==> src/rtl/reg_wb_ctrl.sv <==
// In-order writeback queue driving the register file write port, with a pending-write scoreboard.
// Optional macro WB_FWD_EN adds FwdA/FwdB and FwdDataA/FwdDataB: youngest-entry forwarding.
module reg_wb_ctrl #(
    parameter int DEPTH = 4
) (
    input  logic                       Clk,
    input  logic                       Rst_n,
    input  logic                       EnqValid,
    input  logic                       EnqIsLoad,
    input  logic [4:0]                 EnqRd,
    input  logic [31:0]                EnqData,
    input  logic                       FillValid,
    input  logic [31:0]                FillData,
    input  logic [4:0]                 Ra,
    input  logic [4:0]                 Rb,
    output logic                       Stall,
    output logic                       Full,
    output logic [$clog2(DEPTH):0]     Count,
    output logic                       FillErr,
`ifdef WB_FWD_EN
    output logic                       FwdA,
    output logic                       FwdB,
    output logic [31:0]                FwdDataA,
    output logic [31:0]                FwdDataB,
`endif
    output logic [4:0]                 Rw,
    output logic [31:0]                busW,
    output logic                       RegWr
);
    localparam int PW = $clog2(DEPTH);
    localparam int CW = PW + 1;

    logic        valid_q [DEPTH];
    logic        valid_d [DEPTH];
    logic        ready_q [DEPTH];
    logic        ready_d [DEPTH];
    logic [4:0]  rd_q    [DEPTH];
    logic [4:0]  rd_d    [DEPTH];
    logic [31:0] data_q  [DEPTH];
    logic [31:0] data_d  [DEPTH];
    logic [PW-1:0] head_q, head_d, tail_q, tail_d;
    logic [CW-1:0] count_q, count_d;
    logic          fill_err_q, fill_err_d;

    logic          drain, full, enq, fill_found;
    logic [PW-1:0] fill_idx, scan_idx;
    logic [DEPTH-1:0] match_a, match_b;

    genvar gi;
    generate
        for (gi = 0; gi < DEPTH; gi++) begin : g_match
            assign match_a[gi] = valid_q[gi] && (rd_q[gi] == Ra);
            assign match_b[gi] = valid_q[gi] && (rd_q[gi] == Rb);
        end
    endgenerate

    // Oldest unfilled load: scan youngest-to-oldest so the oldest hit wins.
    always_comb begin
        fill_found = 1'b0;
        fill_idx   = '0;
        scan_idx   = '0;
        for (int i = DEPTH - 1; i >= 0; i--) begin
            scan_idx = head_q + PW'(i);
            if (valid_q[scan_idx] && !ready_q[scan_idx]) begin
                fill_found = 1'b1;
                fill_idx   = scan_idx;
            end
        end
    end

    always_comb begin
        valid_d = valid_q;
        ready_d = ready_q;
        rd_d    = rd_q;
        data_d  = data_q;
        head_d  = head_q;
        tail_d  = tail_q;
        drain   = valid_q[head_q] && ready_q[head_q];
        full    = (count_q == CW'(DEPTH));
        enq     = EnqValid && !full && (EnqIsLoad || (EnqRd != 5'd0));
        if (drain) begin
            valid_d[head_q] = 1'b0;
            head_d          = head_q + 1'b1;
        end
        if (FillValid && fill_found) begin
            ready_d[fill_idx] = 1'b1;
            data_d[fill_idx]  = FillData;
        end
        if (enq) begin
            valid_d[tail_q] = 1'b1;
            ready_d[tail_q] = !EnqIsLoad;
            rd_d[tail_q]    = EnqRd;
            data_d[tail_q]  = EnqIsLoad ? 32'd0 : EnqData;
            tail_d          = tail_q + 1'b1;
        end
        count_d    = count_q + CW'(enq) - CW'(drain);
        fill_err_d = FillValid && !fill_found;
    end

    always_ff @(posedge Clk) begin
        if (!Rst_n) begin
            for (int i = 0; i < DEPTH; i++) valid_q[i] <= 1'b0;
            head_q     <= '0;
            tail_q     <= '0;
            count_q    <= '0;
            fill_err_q <= 1'b0;
        end else begin
            valid_q    <= valid_d;
            ready_q    <= ready_d;
            rd_q       <= rd_d;
            data_q     <= data_d;
            head_q     <= head_d;
            tail_q     <= tail_d;
            count_q    <= count_d;
            fill_err_q <= fill_err_d;
        end
    end

    assign RegWr   = drain && (rd_q[head_q] != 5'd0);
    assign Rw      = drain ? rd_q[head_q] : 5'd0;
    assign busW    = drain ? data_q[head_q] : 32'd0;
    assign Full    = full;
    assign Count   = count_q;
    assign FillErr = fill_err_q;

`ifdef WB_FWD_EN
    logic        hit_a, hit_b, rdy_a, rdy_b;
    logic [31:0] yng_data_a, yng_data_b;
    logic [PW-1:0] age_idx;

    // Walk oldest-to-youngest so the last match is the youngest writer.
    always_comb begin
        hit_a = 1'b0; rdy_a = 1'b0; yng_data_a = 32'd0;
        hit_b = 1'b0; rdy_b = 1'b0; yng_data_b = 32'd0;
        age_idx = '0;
        for (int i = 0; i < DEPTH; i++) begin
            age_idx = head_q + PW'(i);
            if (match_a[age_idx]) begin
                hit_a = 1'b1; rdy_a = ready_q[age_idx]; yng_data_a = data_q[age_idx];
            end
            if (match_b[age_idx]) begin
                hit_b = 1'b1; rdy_b = ready_q[age_idx]; yng_data_b = data_q[age_idx];
            end
        end
    end

    assign FwdA     = (Ra != 5'd0) && hit_a && rdy_a;
    assign FwdB     = (Rb != 5'd0) && hit_b && rdy_b;
    assign FwdDataA = FwdA ? yng_data_a : 32'd0;
    assign FwdDataB = FwdB ? yng_data_b : 32'd0;
    assign Stall    = ((Ra != 5'd0) && hit_a && !rdy_a) || ((Rb != 5'd0) && hit_b && !rdy_b);
`else
    assign Stall = ((Ra != 5'd0) && (|match_a)) || ((Rb != 5'd0) && (|match_b));
`endif
endmodule
==> config.mk <==
export PLATFORM = sky130hd
export DESIGN_NAME = reg_wb_ctrl
export DESIGN_NICKNAME = d
export VERILOG_FILES = /design/src/rtl/reg_wb_ctrl.sv
export SDC_FILE = /design/constraint.sdc
export NUM_CORES = 1
export LEC_CHECK = 0
export BUFFER_PORTS_ARGS = -buffer_cell sky130_fd_sc_hd__buf_4
export CORE_MARGIN = 2
export CORE_UTILIZATION = 59
export DETAILED_ROUTE_END_ITERATION = 8
export GPL_TIMING_DRIVEN = 0
export PLACE_DENSITY_LB_ADDON = 0.2
export SLEW_MARGIN = 20
export SYNTH_ARGS = -nofsm -noshare
export SYNTH_HDL_FRONTEND = slang
export SYNTH_SLANG_ARGS = --single-unit
==> constraint.sdc <==
create_clock -name Clk -period 4.3 [get_ports Clk]
set_clock_uncertainty 0.15 [all_clocks]
set_input_delay 0.215 -clock Clk [delete_from_list [all_inputs] [get_ports Clk]]
set_output_delay 0.215 -clock Clk [all_outputs]
set_load 0.005 [all_outputs]
# ---- After elaboration in Yosys (flattened, before gate mapping)
# Index checks and enable logic that the tools add are counted.
dict set report totals {
  out_inout_bits 44
  ff_bits 164
  input_bits 84
  word_cells 156
}
dict set report op_classes {
  magnitude_cmp 9
  bitwise 10
  reduce_logical 39
  mux 63
  n_addsub 6
  n_eq_ne 9
}
# operator count
set ops {}
lappend ops {{128-bit bitwise mux} 2}
lappend ops {{128-bit two-way mux} 2}
lappend ops {{32-bit two-way mux} 6}
lappend ops {{32-bit demux with 2-bit select} 2}
lappend ops {{32-bit binary-select mux with 2-bit select} 1}
lappend ops {{5-bit == test} 8}
lappend ops {{1-bit logical AND} 23}
lappend ops {{1-bit two-way mux} 23}
lappend ops {{20-bit bitwise mux} 1}
lappend ops {{5-bit two-way mux} 4}
lappend ops {{5-bit nonzero test} 4}
lappend ops {{3-bit greater-or-equal comparator, second input constant} 6}
lappend ops {{2-bit NOT with 3-bit output} 6}
lappend ops {{1-bit binary-select mux with 2-bit select} 8}
lappend ops {{4-bit two-way mux} 4}
lappend ops {{5-bit binary-select mux with 2-bit select} 1}
lappend ops {{5-bit demux with 2-bit select} 1}
lappend ops {{3-bit by 1-bit < comparator with 1-bit output, second input constant} 3}
lappend ops {{2-bit two-way mux} 4}
lappend ops {{4-bit bitwise OR} 2}
lappend ops {{4-bit OR reduction} 2}
lappend ops {{1-bit zero test} 7}
lappend ops {{1-bit demux with 2-bit select} 3}
lappend ops {{2-bit by 1-bit adder with 2-bit output, second input constant} 2}
lappend ops {{other kinds (9)} 11}

# ---- Logic depth before layout (Yosys ltp)
# Gate-level depths: netlist (run 1).
dict set report logic_depth {
  ltp_word 20
  mapped_depth 12
  depth_no_buf 12
}

# ---- Worst setup path before layout (run 1)
# Ideal clock, no wire load.
dict set report synth_path {
  kind {reg-to-reg}
  from {register head_q[0]}
  to {register data_q[35] in the netlist's numbering (data pin)}
  setup_time_ns 0.270
  path_slack_ns 1.237
  synth_period_minus_slack_ns 3.063
  t_arrival_ns 2.642
  t_required_ns 3.880
  path_buffers 2
  path_stages_with_launch 11
  path_cell_list {dfxtp_1 > buf_2 > inv_1 > ha_1 > a22oi_1 > o211ai_1 > a32o_1 > nor4_4 > buf_6 > mux2i_1 > a21oi_1}
}
# element line_no
set synth_lines {}
lappend synth_lines {{start: declaration} 41} ;# logic [PW-1:0] head_q, head_d, tail_q, tail_d;
lappend synth_lines {{start signal: assignment} 103} ;# head_q <= '0;
lappend synth_lines {{start signal: assignment} 112} ;# head_q <= head_d;
lappend synth_lines {{end signal: assignment} 111} ;# data_q <= data_d;
lappend synth_lines {{end: declaration} 39} ;# logic [31:0] data_q [DEPTH];

==> results of run 1 <==
[worst min-delay path by stage]
stage	from	end	cells after the start
floorplan	EnqRd[0]	rd_q[0]	0
global placement	EnqRd[2]	rd_q[17]	1
detailed placement	EnqRd[4]	rd_q[19]	1
CTS	FillData[11]	data_q[107]	3
global route	FillData[17]	data_q[113]	3
finish	FillData[0]	data_q[64]	3
[Yosys cell counts (8+ instances only)]
library cell and n:
dfxtp_1 12, nor2_1 139, xor2_1 33, xnor2_1 11, and3_1 39, buf_2 11
nor2b_1 34, buf_1 8, mux2i_1 131, ha_1 10, edfxtp_1 152, a21oi_1 135
nand2_1 21, clkbuf_1 48, nor4_1 8, inv_1 10, mux4_2 39
[report_power, final]
| part | switching (mW) | internal (mW) |
|---|---|---|
| clock | 0.657 | 1.02 |
| sequential | 0.157 | 2.10 |
| combinational | 0.901 | 0.784 |
| total | 1.71 | 3.91 |
[flip-flops by register name (all words and copies together) (netlist names)]
register	flops
ready_q	4
FillErr	1
Count	3
rd_q	20
data_q	128
valid_q	4
tail_q	2
head_q	2
[logic make-up (layout without fill, tap and decap cells)]
family / after synthesis / count (layout)
and+or+nand+nor: 267 / 267
xor gates and xnor gates: 44 / 44
muxes: 170 / 170
AOI/OAI and AO/OA: 161 / 161
buffers and inverters: 83 / 239
DFF: 164 / 164
adders and majority gates: 11 / 11
[cell type report]
cell class / instances / area share
multi-input cells: 653 / 0.4097
flip-flops and latches: 164 / 0.4016
repair buffers: 124 / 0.08137
clock buffers: 17 / 0.03556
plain buffers: 73 / 0.02782
well taps: 220 / 0.02301
clock inverters: 15 / 0.01778
inverters: 10 / 0.003138
[worst max-delay path: cells and delay by family, from the launching register on]
family	cells	cell delay (ns)
buffers and inverters	3	0.70
flip-flops	1	0.46
multiplexers	1	0.23
AO/OA/AOI/OAI	4	0.79
AND/OR/NAND/NOR	1	0.62
adder cells (fa/ha/maj)	1	0.42
[per-layer routing]
metal	track usage	vias to the layer above	wire length, um
li1	-	3619	-
met1	0.4171	3808	10770
met2	0.5054	423	13490
met3	0.04880	41	2400
met4	0.09474	0	484
met5	0	-	0
==> flow_summary.json, run 1 <==
{
  "status": "complete, no violations",
  "start_util": 0.6054,
  "r2r_setup_slack_ns": 0.66,
  "synthSimpleGateAreaFrac": 0.1304,
  "pre_cts_slack_ns": 0.7518,
  "yosys_warnings": 0,
  "synth.mux.area_fraction": 0.2173,
  "core_um2": 16640,
  "num_vias": 7891,
  "cp.required_ns": 4.31,
  "die_w_um": 134.7,
  "crit_end": "data_q[53]",
  "numCtsBuffers": 17,
  "finalHoldViolCount": 0,
  "cts_tree": "done",
  "arrival_ns": 3.65,
  "rsz0062_at_grt": "no",
  "postRouteAntennaNets": 0,
  "postCtsResizedCells": 0,
  "drtIter0Drc": 890,
  "p_per_area_nw_per_um2": 470.1,
  "dieArea_um2": 18140,
  "slowest_delay_ns": 0.62,
  "n_fill_cell": 1213,
  "num_rows": 47,
  "routedWlPerCell_um": 21.27,
  "drt-total-wl_um": 27150,
  "slew-limit-headroom": 0.4709,
  "r2r_end": "data_q[53]",
  "clk_latency_ns": 0.43,
  "setup_violations": 0,
  "vdd_drop_max_uv": 351.1,
  "yosys.area.top_type": "edfxtp_1",
  "synthCells": 900,
  "dr.pass1.iters": 5,
  "dpl.hpwl_um": 17770,
  "yosysTopAreaCellShare": 0.4530,
  "root_buffer": "clkbuf_16",
  "area_growth_pct": 18.73,
  "p_leak_nw": 4.825,
  "synth_top_family_by_area": "multiplexers",
  "grt_pass1_vias": 7700,
  "design_area_um2": 11960,
  "worstPathCellList": "buf_2, inv_1, ha_1, a22oi_1, o211ai_1, a32o_1, nor4_4, buf_6, mux2i_1, a21oi_1",
  "tightest_slew_ns": 0.7937,
  "crit_type": "register to register",
  "tns_ns": 0,
  "grt_overflow": 0,
  "critPathSlowestCell": "nor4_4",
  "clock_sinks": 164,
  "worst_hold_slack_ns": 0.03393,
  "final.min_clock_period_ns": 3.643,
  "synth-compound-area-share": 0.08605,
  "nets": 1138,
  "grt_pass1_wl_um": 42100,
  "synth-xor-area-share": 0.03825,
  "netlist_area_um2": 10080,
  "synth_edf_count": 152,
  "synth_area_leaders": "edfxtp_1 45%, mux2i_1 13%, mux4_2 8.7%, a21oi_1 6.7%, nor2_1 5.2%",
  "io_buffers": 117,
  "die_y_um": 134.7,
  "fin_util": 0.7188,
  "fmax_mhz": 274.5,
  "final_cells": 1276,
  "worst_r2r_path_depth": 10,
  "cts_setup_buffers": 0,
  "start_kind": "register",
  "fin_crit_sh": 0.8472,
  "antenna_cells": 0,
  "drc": 0,
  "grt_max_degree": 79,
  "grt_use_total": 0.3051,
  "antenna_found_initial": 0,
  "synthArstFlopShare": 0,
  "power_mw": 5.624,
  "yosysSeqAreaShare": 0.4768,
  "worstSetupEndpointType": "register",
  "synthAdderAreaFrac": 0.01440,
  "hold_class": "input port to register",
  "drv_cap": 0,
  "ios": 128,
  "dpl_cell_area_um2": 11260,
  "multiInputGateArea_um2": 4901,
  "via_per_inst": 6.184,
  "place_inst": 1238,
  "cts.hold.buffers_added": 6,
  "cp-startpoint": "head_q[0]",
  "synthFlopType": "edfxtp_1",
  "htreeDepth": 4,
  "final_cell_mix": "152 x edfxtp_1, 139 x nor2_1, 135 x a21oi_1, 131 x mux2i_1, 116 x buf_4",
  "finalWorstSetupSlack_ns": 0.6571,
  "syn_nets": 995,
  "path_clk_slew_ns": 0.07,
  "reg2reg_from": "head_q[0]",
  "finalMaxSlewViolations": 0,
  "final_common_cell": "edfxtp_1",
  "synth.distinct_cells": 44,
  "seq_area_um2": 4805,
  "cts.path.max_buffers": 2,
  "postSynthAreaPerCell_um2": 11.20,
  "synth-seq-cells": 164,
  "gp_congestion": 0.9513,
  "drive_above_1_share": 0.2008,
  "critPathMaxFanout": 10
}
No activity file was read; power rests on OpenSTA's default activity.
==> inputs of run 2 (changes only) <==
--- a/config.mk
+++ b/config.mk
@@ -7,7 +7,7 @@
 export LEC_CHECK = 0
 export BUFFER_PORTS_ARGS = -buffer_cell sky130_fd_sc_hd__buf_4
 export CORE_MARGIN = 2
-export CORE_UTILIZATION = 59
+export CORE_UTILIZATION = 53
 export DETAILED_ROUTE_END_ITERATION = 8
 export GPL_TIMING_DRIVEN = 0
 export PLACE_DENSITY_LB_ADDON = 0.2
==> constraint.sdc (replaced) <==
create_clock -name Clk -period 3.27 [get_ports Clk]
set_clock_uncertainty 0.15 [all_clocks]
set_input_delay 0.1635 -clock Clk [delete_from_list [all_inputs] [get_ports Clk]]
set_output_delay 0.1635 -clock Clk [all_outputs]
set_load 0.005 [all_outputs]
==> run 2 against run 1 <==
Compared with the run above: cell count increased by 3.8%; via count decreased by 0.89%; design area increased by 2.7%; flip-flop and latch count unchanged; utilization decreased by 6.2 points; worst setup slack got worse by 0.49 ns; first-iteration DRC count decreased by 21%; routed wire length increased by 1.0%; largest power group unchanged.
==> flow_summary.json, run 2 (synthesis results as in run 1) <==
{
  "status": "complete, no violations",
  "drtIter0Drc": 702,
  "die_y_um": 141.9,
  "dpl.hpwl_um": 17940,
  "worstSetupEndpointType": "register",
  "clk_latency_ns": 0.43,
  "reg2reg_from": "head_q[0]",
  "num_vias": 7821,
  "gp_congestion": 0.8580,
  "tns_ns": 0,
  "root_buffer": "clkbuf_16",
  "design_area_um2": 12290,
  "n_fill_cell": 1473,
  "slew-limit-headroom": 0.4641,
  "r2r_end": "data_q[113]",
  "finalMaxSlewViolations": 0,
  "largest_reg_flops": 128,
  "grt_pass1_vias": 7661,
  "core_um2": 18710,
  "fin_util": 0.6569,
  "drive_above_1_share": 0.2110,
  "drv_cap": 0,
  "grt_use_total": 0.2779,
  "grt_pass1_wl_um": 42210,
  "crit_type": "register to register",
  "cts_tree": "done",
  "dieArea_um2": 20130,
  "arrival_ns": 3.11,
  "routedWlPerCell_um": 20.71,
  "reg_top3": "data_q: 128 flops, rd_q: 20 flops",
  "holdPathStages": 3,
  "antenna_found_initial": 0,
  "drc": 0,
  "numCtsBuffers": 17,
  "start_kind": "register",
  "crit_end": "data_q[113]",
  "postRouteAntennaNets": 0,
  "setup_violations": 0,
  "num_rows": 50,
  "dr.pass1.iters": 7,
  "via_per_inst": 5.907,
  "start_util": 0.5387,
  "largest-register": "data_q",
  "hold_class": "input port to register",
  "worst_r2r_path_depth": 10,
  "rsz0062_at_grt": "no",
  "fin_crit_sh": 0.9489,
  "power_mw": 7.187,
  "ios": 128,
  "grt_max_degree": 101,
  "area_growth_pct": 21.95,
  "vdd_drop_max_uv": 446.3,
  "final_common_cell": "edfxtp_1",
  "io_buffers": 117,
  "htreeDepth": 4,
  "grt_overflow": 0,
  "die_w_um": 141.9,
  "nets": 1172,
  "finalHoldViolCount": 0,
  "p_per_area_nw_per_um2": 584.9,
  "final.min_clock_period_ns": 3.103,
  "cts.path.max_buffers": 2,
  "drt-total-wl_um": 27420,
  "cp.required_ns": 3.27,
  "worst_hold_slack_ns": 0.009662,
  "critPathMaxFanout": 10,
  "cp-startpoint": "head_q[0]",
  "clock_sinks": 164,
  "fmax_mhz": 322.3,
  "final_cell_mix": "152 x edfxtp_1, 139 x nor2_1, 135 x a21oi_1, 131 x mux2i_1, 126 x buf_4",
  "path_clk_slew_ns": 0.07,
  "dpl_cell_area_um2": 11280,
  "r2r_setup_slack_ns": 0.17,
  "p_leak_nw": 4.984,
  "tightest_slew_ns": 0.8038,
  "antenna_cells": 0
}
## run 2: changes by cell type in the layout (fill, tap and decap cells not counted), sizes merged
cell and change:
bufinv -4, clkbuf +4, clkinvlp -1, inv +1
buf +3, dlygate4sd3 +29, clkinv +2
## run 2: report_power, final
| group | leakage [nW] | internal, mW | total [mW] | switching (mW) |
|---|---|---|---|---|
| registers | 1.57 | 2.76 | 2.97 | 0.203 |
| logic | 3.13 | 1.06 | 2.24 | 1.18 |
| clock network | 0.280 | 1.10 | 1.98 | 0.879 |
| total | 4.98 | 4.92 | 7.19 | 2.26 |
## run 2: what timing repair did
item / CTS / global route
hold endpoints to repair: 114 / 0
setup endpoints to repair: 120 / 131
resized for setup: 9 / 12
setup buffers: 5 / 0
pin swaps: 2 / 0
hold buffers: 35 / 0
## run 2: stage by stage
| step | cells | worst slack, ns |
|---|---|---|
| 4_1_cts | 1324 | 0.03839 |
| 6_report | 1324 | 0.1671 |
| 3_3_place_gp | 1251 | -0.2242 |
| 2_1_floorplan | 900 | 0.2074 |
| 3_5_place_dp | 1252 | -0.2808 |
| 5_1_grt | 1324 | 0.01246 |
## run 2: final cells by class
cell class / instances / area, um2 / area share
plain buffers: 73 / 357.8 / 0.02912
clock buffers: 19 / 452.9 / 0.03686
clock inverters: 13 / 128.9 / 0.01049
inverters: 10 / 37.54 / 0.003055
multi-input cells: 653 / 4911 / 0.3997
flip-flops and latches: 164 / 4806 / 0.3911
well taps: 234 / 292.8 / 0.02383
repair buffers: 158 / 1301 / 0.1059
## run 2: how the worst min path moves through the flow
stage / end / slack (ns) / start
2_1_floorplan: rd_q[0] / 0.11 / EnqRd[0]
3_3_place_gp: rd_q[14] / 0.22 / EnqRd[4]
3_5_place_dp: rd_q[14] / 0.23 / EnqRd[4]
4_1_cts: data_q[104] / 0.0002 / FillData[8]
5_1_grt: data_q[61] / 0.02 / FillData[29]
6_report: data_q[119] / 0.01 / FillData[23]
## run 2: layer usage
metal	wire [um]	vias to the layer above	track usage
li1	-	3677	-
met1	11880	3782	0.3851
met2	13240	328	0.4578
met3	1943	34	0.04860
met4	359	0	0.07211
met5	0	-	0
## run 2: critical path, stage by stage, from the launching register on
cell	delay [ns]
dfxtp_2	0.39
clkbuf_4	0.22
inv_1	0.13
ha_2	0.41
a31oi_1	0.05
nand2_1	0.09
a31oi_2	0.18
o211ai_2	0.44
buf_2	0.43
mux2i_1	0.23
a21oi_1	0.09
